[src/rtl/online_pkg.sv]
// Shared definitions for online (MSD-first) radix-4 signed-digit arithmetic.
// Used by the on-the-fly converter and by future pipelined converters.
package online_pkg;
   typedef logic signed [2:0] digit_t;

   localparam int     RADIX         = 4;
   localparam int     DIGIT_MIN     = -3;
   localparam int     DIGIT_MAX     = 3;
   localparam digit_t DIGIT_ILLEGAL = 3'b100;

   typedef enum logic {
      ACC  = 1'b0,
      DONE = 1'b1
   } conv_state_e;
endpackage

[src/rtl/otf_converter_if.sv]
// Digit-in / result-out handshake bundle for the on-the-fly converter.
interface otf_converter_if #(parameter int P = 32);
   import online_pkg::*;
   localparam int OW = 2*P+1;

   digit_t          d_i;
   logic            d_valid_i;
   logic            d_ready_o;
   logic            abort_i;
   logic [OW-1:0]   q_o;
   logic            q_valid_o;
   logic            q_ready_i;
   logic            err_o;

   modport master (output d_i, d_valid_i, abort_i, q_ready_i,
                   input  d_ready_o, q_o, q_valid_o, err_o);
   modport slave  (input  d_i, d_valid_i, abort_i, q_ready_i,
                   output d_ready_o, q_o, q_valid_o, err_o);
endinterface

[src/rtl/otf_step.sv]
// One on-the-fly conversion step: next (Q, QM) from current (Q, QM) and a digit.
// Invariant kept by the recurrence: QM == Q - 1 (mod 2^OW).
module otf_step
   import online_pkg::*;
#(
   parameter int OW = 9
) (
   input  logic [OW-1:0] q,
   input  logic [OW-1:0] qm,
   input  digit_t        d,
   output logic [OW-1:0] q_nxt,
   output logic [OW-1:0] qm_nxt
);
   logic [OW-1:0] d_ext;
   logic [OW-1:0] q4;
   logic [OW-1:0] qm4;
   logic          d_neg;
   logic          d_pos;

   // Full adds rather than a pure 2-bit append so the illegal code -4 still
   // yields the arithmetically correct value (4*QM-1 needs a borrow).
   always_comb begin
      d_ext  = {{(OW-3){d[2]}}, d};
      q4     = {q[OW-3:0], 2'b00};
      qm4    = {qm[OW-3:0], 2'b00};
      d_neg  = d[2];
      d_pos  = !d[2] && (d[1:0] != 2'b00);
      q_nxt  = d_neg ? (qm4 + d_ext + OW'(4)) : (q4 + d_ext);
      qm_nxt = d_pos ? (q4 + d_ext - OW'(1))  : (qm4 + d_ext + OW'(3));
   end
endmodule

[src/rtl/otf_converter.sv]
// Radix-4 signed-digit (MSD first) to two's-complement on-the-fly converter.
// Accepts P digits, then holds the result until the downstream consumes it.
module otf_converter
   import online_pkg::*;
#(
   parameter int P = 32
) (
   input  logic            clk,
   input  logic            rst_n,
   otf_converter_if.slave  bus
);
   localparam int OW = 2*P+1;
   localparam int CW = (P > 1) ? $clog2(P) : 1;

   conv_state_e    state, state_nxt;
   logic           alive;
   logic [OW-1:0]  q_r, qm_r, q_nxt, qm_nxt;
   logic [CW-1:0]  cnt;
   logic           err;
   logic           ready;
   logic           accept;
   logic           last;
   logic           clear;

   otf_step #(.OW(OW)) u_step (
      .q      (q_r),
      .qm     (qm_r),
      .d      (bus.d_i),
      .q_nxt  (q_nxt),
      .qm_nxt (qm_nxt)
   );

   // alive holds d_ready low until the first clock edge after reset release
   assign ready  = (state == ACC) && alive;
   assign accept = bus.d_valid_i && ready;
   assign last   = (cnt == CW'(P-1));
   assign clear  = ((state == ACC) && bus.abort_i) ||
                   ((state == DONE) && bus.q_ready_i);

   always_ff @(posedge clk or negedge rst_n) begin
      if (!rst_n) state <= ACC;
      else        state <= state_nxt;
   end

   always_comb begin
      state_nxt = state;
      case (state)
         ACC:     if (!bus.abort_i && accept && last) state_nxt = DONE;
         DONE:    if (bus.q_ready_i) state_nxt = ACC;
         default: state_nxt = ACC;
      endcase
   end

   always_ff @(posedge clk or negedge rst_n) begin
      if (!rst_n) begin
         alive <= 1'b0;
         q_r   <= '0;
         qm_r  <= '1;
         cnt   <= '0;
         err   <= 1'b0;
      end else begin
         alive <= 1'b1;
         if (clear) begin
            q_r  <= '0;
            qm_r <= '1;
            cnt  <= '0;
            err  <= 1'b0;
         end else if (accept) begin
            q_r  <= q_nxt;
            qm_r <= qm_nxt;
            cnt  <= last ? '0 : cnt + CW'(1);
            if (bus.d_i == DIGIT_ILLEGAL) err <= 1'b1;
         end
      end
   end

   assign bus.d_ready_o = ready;
   assign bus.q_valid_o = (state == DONE);
   assign bus.q_o       = (state == DONE) ? q_r : '0;
   assign bus.err_o     = err;
endmodule
[src/flat_wrapper.sv]
// flat-port wrapper written by rule: the top's interface ports become plain ports
module otf_converter_flat import online_pkg::*;
#(
   parameter int P = 32
)
  (clk, rst_n, bus_d_i, bus_d_valid_i, bus_abort_i, bus_q_ready_i, bus_d_ready_o, bus_q_o, bus_q_valid_o, bus_err_o);
  otf_converter_if #(.P(P)) bus_i ();
  input  logic clk;
  input  logic rst_n;
  input wire logic [$bits(bus_i.d_i)-1:0] bus_d_i;
  input wire logic [$bits(bus_i.d_valid_i)-1:0] bus_d_valid_i;
  input wire logic [$bits(bus_i.abort_i)-1:0] bus_abort_i;
  input wire logic [$bits(bus_i.q_ready_i)-1:0] bus_q_ready_i;
  output wire logic [$bits(bus_i.d_ready_o)-1:0] bus_d_ready_o;
  output wire logic [$bits(bus_i.q_o)-1:0] bus_q_o;
  output wire logic [$bits(bus_i.q_valid_o)-1:0] bus_q_valid_o;
  output wire logic [$bits(bus_i.err_o)-1:0] bus_err_o;
  assign bus_i.d_i = bus_d_i;
  assign bus_i.d_valid_i = bus_d_valid_i;
  assign bus_i.abort_i = bus_abort_i;
  assign bus_i.q_ready_i = bus_q_ready_i;
  assign bus_d_ready_o = bus_i.d_ready_o;
  assign bus_q_o = bus_i.q_o;
  assign bus_q_valid_o = bus_i.q_valid_o;
  assign bus_err_o = bus_i.err_o;
  otf_converter #(.P(P)) u_core (.clk(clk), .rst_n(rst_n), .bus(bus_i));
endmodule
[config.mk]
export PLATFORM = sky130hd
export DESIGN_NAME = otf_converter_flat
export DESIGN_NICKNAME = d
export VERILOG_FILES = /design/src/rtl/online_pkg.sv /design/src/rtl/otf_converter_if.sv /design/src/rtl/otf_step.sv /design/src/rtl/otf_converter.sv /design/src/flat_wrapper.sv
export SDC_FILE = /design/constraint.sdc
export NUM_CORES = 1
export LEC_CHECK = 0
export ABC_CLOCK_PERIOD_IN_PS = 4750
export BUFFER_PORTS_ARGS = -buffer_cell sky130_fd_sc_hd__buf_2
export CAP_MARGIN = 10
export CORE_MARGIN = 1.5
export CORE_UTILIZATION = 59
export CTS_CLUSTER_SIZE = 25
export DETAILED_ROUTE_END_ITERATION = 7
export GPL_TIMING_DRIVEN = 0
export PLACE_DENSITY = 0.8
export SLEW_MARGIN = 20
export SYNTH_ARGS = -nofsm -noshare
export SYNTH_HDL_FRONTEND = slang
export SYNTH_SLANG_ARGS = --single-unit
[constraint.sdc]
create_clock -name clk -period 4.75 [get_ports clk]
set_input_delay 0.7125 -clock clk [delete_from_list [all_inputs] [get_ports clk]]
set_output_delay 0.7125 -clock clk [all_outputs]
set_load 0.01 [all_outputs]
==> qor.yml <==
synth_edf_count: 0
period_share_pct: 102
crit_buf_inv: 4
grt_pass1_wl_um: 110000
worstSetupEndpoint: "u_core.qm_r[47]$_DFFE_PN1P_"
grtUsageMet1_pct: 60.8
grt_pass1_vias: 19300
ys_seq_area_share_pct: 19.1
fin_cells: 3106
cts-buffers-inserted: 17
cts.sinks: 136
worstSetupPathType: "in -> reg"
core_area_mm2: 0.0305
cp-start-kind: "primary input"
area_growth_pct: 23.3
grt_max_degree: 71
finalPower_mw: 6.71
clk_pin_slew_ns: 0.07
cts_root_buf: "clkbuf_16"
dp_hpwl_um: 55700
cp_max_fo: 8
syn_nets: 2640
synth_top_flop_cell: "dfrtp_1"
final_core_util_pct: 73.8
crit_chain: "buf_16, buf_16, ha_4, fa_2, a211oi_4, buf_4, o21ai_4, a211oi_4, o21bai_4, buf_12, a31oi_4, xor2_4, o211a_1, nand4_1, or4b_4, nor4b_2, xor2_1, o22ai_1, a21oi_1"
drt-total-wl_um: 76900
drt_iter0_markers: 2841
r2r_slack_ns: 0.08
cts_tree: "yes"
viasPerCell: 7.04
synth_area_mm2: 0.0183
gr-total-overflow: 0
fin_hold_ws_ns: 0.274
rsz0062_at_grt: "yes"
violations: "design-rule violations, negative setup slack"
status: "finished with violations"
avgSynthCellArea_um2: 7.29
gr-usage-met3_pct: 10.6
async_flop_share_pct: 100
r2r_cells: 17
busiest_layer: "met2"
vdd_drop_max_uv: 265
use_met2_pct: 68.1
hold_path.class: "in -> async"
post-route-worst-setup-slack_ns: -0.0762
num_rows: 64
pin_count: 76
die_h_um: 179
die_width_um: 179
timing.rr.end: "u_core.qm_r[47]$_DFFE_PN1P_"
cp_top_family: "compound AO/OA/AOI/OAI gates"
synthDistinctLibCells: 99
insertedDiodeCount: 0
finalSetupViolCount: 3
worst-path-stages: 19
clock.fmax_mhz: 207
finalHoldViolations: 0
ys_seq_elements: 136
start_util_pct: 59.8
drtAntennaViolNets: 0
yosys_warnings: 0
die-area_mm2: 0.0320
gp_congestion: 1.05
final_area_mm2: 0.0225
p_leak_nw: 9.15
cp.arrival_ns: 5.18
placed_cell_area_mm2: 0.0192
cp_slowest_cell: "or4b_4"
netlist_instances: 2503
fin_crit_ns: 4.83
drv_cap: 0
finalMaxSlewViolations: 0
worstSkewPairLatency_ns: 0.44
drive_above_1_share_pct: 21.3
finalClockSkew_ns: 0.0122
io_buffers: 75
worstReg2RegStart: "u_core.q_r[0]$_DFFE_PN0P_"
htree_levels: 4
worst_setup_path_end_kind: "flip-flop"
power_density_mw_per_mm2: 298
startpoint: "bus_d_i[2]"
critical_path_required_ns: 5.11
drc_errors: 4
final_nets: 2834
clk_path_buf_depth: 2
antenna_found_initial: 1
cts_hold_repair.buffers: 0
tightest_slew_ns: 0.950
track_usage_pct: 45.0
dp_cells: 2976
via_count: 21900
drt-pass1-iter-count: 8
critPathMaxStageDelay_ns: 0.58
wl_per_cell_um: 24.8
max_slew_margin_pct: 36.7
[synthesized netlist by cell type, types with 26 or more instances]
cell | count | area (um2)
and2_1 | 89 | 557
o21ai_0 | 193 | 966
a31oi_1 | 28 | 175
dfstp_2 | 63 | 1660
dfrtp_1 | 73 | 1830
xor2_1 | 103 | 902
nor4_1 | 26 | 163
nor2_1 | 238 | 893
nand2_1 | 304 | 1140
clkbuf_1 | 108 | 405
a21o_1 | 57 | 428
ha_1 | 127 | 1590
xnor2_1 | 131 | 1150
nand3_1 | 54 | 270
a21oi_1 | 242 | 1210
nand4_1 | 65 | 407
inv_1 | 36 | 135
nor3_1 | 74 | 370
[worst min path at each step]
stage                                   end  cells after the start
2_1_floorplan        u_core.alive$_DFF_PN0_                      0
3_3_place_gp     u_core.qm_r[2]$_DFFE_PN1P_                      2
3_5_place_dp     u_core.qm_r[2]$_DFFE_PN1P_                      2
4_1_cts        u_core.bus.err_o$_DFFE_PN0P_                      1
5_1_grt        u_core.bus.err_o$_DFFE_PN0P_                      1
6_report         u_core.q_r[60]$_DFFE_PN0P_                      1
[metal layers]
| layer | part of all wire, % | routed length (um) |
|---|---|---|
| met1 | 39 | 30000 |
| met3 | 13 | 9910 |
| met5 | 0.017 | 13 |
| met4 | 5.1 | 3950 |
| met2 | 43 | 33000 |
[flip-flops by register name, indices dropped and copies added, names as in the netlist]
| register | cells |
|---|---|
| u_core.q_r | 65 |
| u_core.qm_r | 63 |
| u_core.bus.q_valid_o | 1 |
| u_core.alive | 1 |
| u_core.cnt | 5 |
| u_core.bus.err_o | 1 |
[layout by cell type, fill, tap and decap left out, types with 16 or more instances in the layout]
master | Yosys | routed
xnor2_2 | 1 | 18
a21o_1 | 57 | 56
inv_1 | 36 | 35
o21bai_1 | 21 | 18
dfstp_2 | 63 | 63
dfrtp_1 | 73 | 73
a21oi_1 | 242 | 225
a221oi_1 | 24 | 17
xnor2_1 | 131 | 108
buf_4 | 1 | 110
o21ai_1 | 11 | 31
clkbuf_1 | 108 | 78
xor2_2 | 0 | 17
and2_1 | 89 | 87
xor2_1 | 103 | 82
o211ai_1 | 18 | 18
ha_1 | 127 | 114
nor3_1 | 74 | 55
buf_2 | 17 | 87
o21a_1 | 16 | 16
nand3_1 | 54 | 48
nor2_1 | 238 | 228
a22o_1 | 24 | 24
a31oi_1 | 28 | 25
or3_1 | 23 | 19
o22ai_1 | 18 | 17
clkbuf_16 | 0 | 19
nand4_1 | 65 | 65
and3_1 | 21 | 18
o21ai_0 | 193 | 161
nand2_1 | 304 | 300
[timing repair]
| action | CTS | global route |
|---|---|---|
| cloned | 4 | 2 |
| buffers inserted | 42 | 73 |
| endpoints found under the setup margin | 100 | 75 |
| resized for setup | 140 | 198 |
| pin swaps | 39 | 75 |
[logic make-up (layout without fill, tap and decap cells)]
kind of cell	after synthesis	count (layout)	share of synthesized area, %
xor+xnor	235	235	11.3
flops	136	136	19.1
other cells	1	1	0.0205
simple gates	1009	1009	27.7
compound gates	806	806	28.3
mux	19	19	1.07
fa+ha+maj	129	129	8.92
buf+inv	168	375	3.59
[layout make-up]
type / count / area (um2)
Timing Repair Buffer: 198 / 1580
Tap cell: 396 / 495
Clock buffer: 18 / 439
Sequential cell: 136 / 3480
Buffer: 109 / 477
Clock inverter: 14 / 173
Inverter: 36 / 135
Multi-Input combinational cell: 2199 / 15700
Fill cell: 2371 / 7990
[metrics by stage]
stage | setup TNS (ns) | setup slack (ns)
floorplan | -0.0319 | -0.0319
global placement | -308.82 | -3.40
detailed placement | -142.80 | -1.92
CTS | -0.00596 | -0.00596
global route | -1.41 | -0.164
finish | -0.137 | -0.0762
[power by group]
group / internal (mW) / switching, mW / total, mW / leakage, nW
sequential: 1.29 / 0.117 / 1.41 / 1.65
combinational: 1.36 / 2.51 / 3.87 / 7.21
clock: 0.843 / 0.585 / 1.43 / 0.285
[worst reg2reg max path, delay by kind of cell, from the launching register on]
kind	cells	cell delay, ns
buf+inv	2	0.32
xor+xnor	2	0.59
flops	1	0.43
compound gates	8	1.53
fa+ha+maj	2	0.61
simple gates	3	1.12
(Power assumes the default switching activity.)
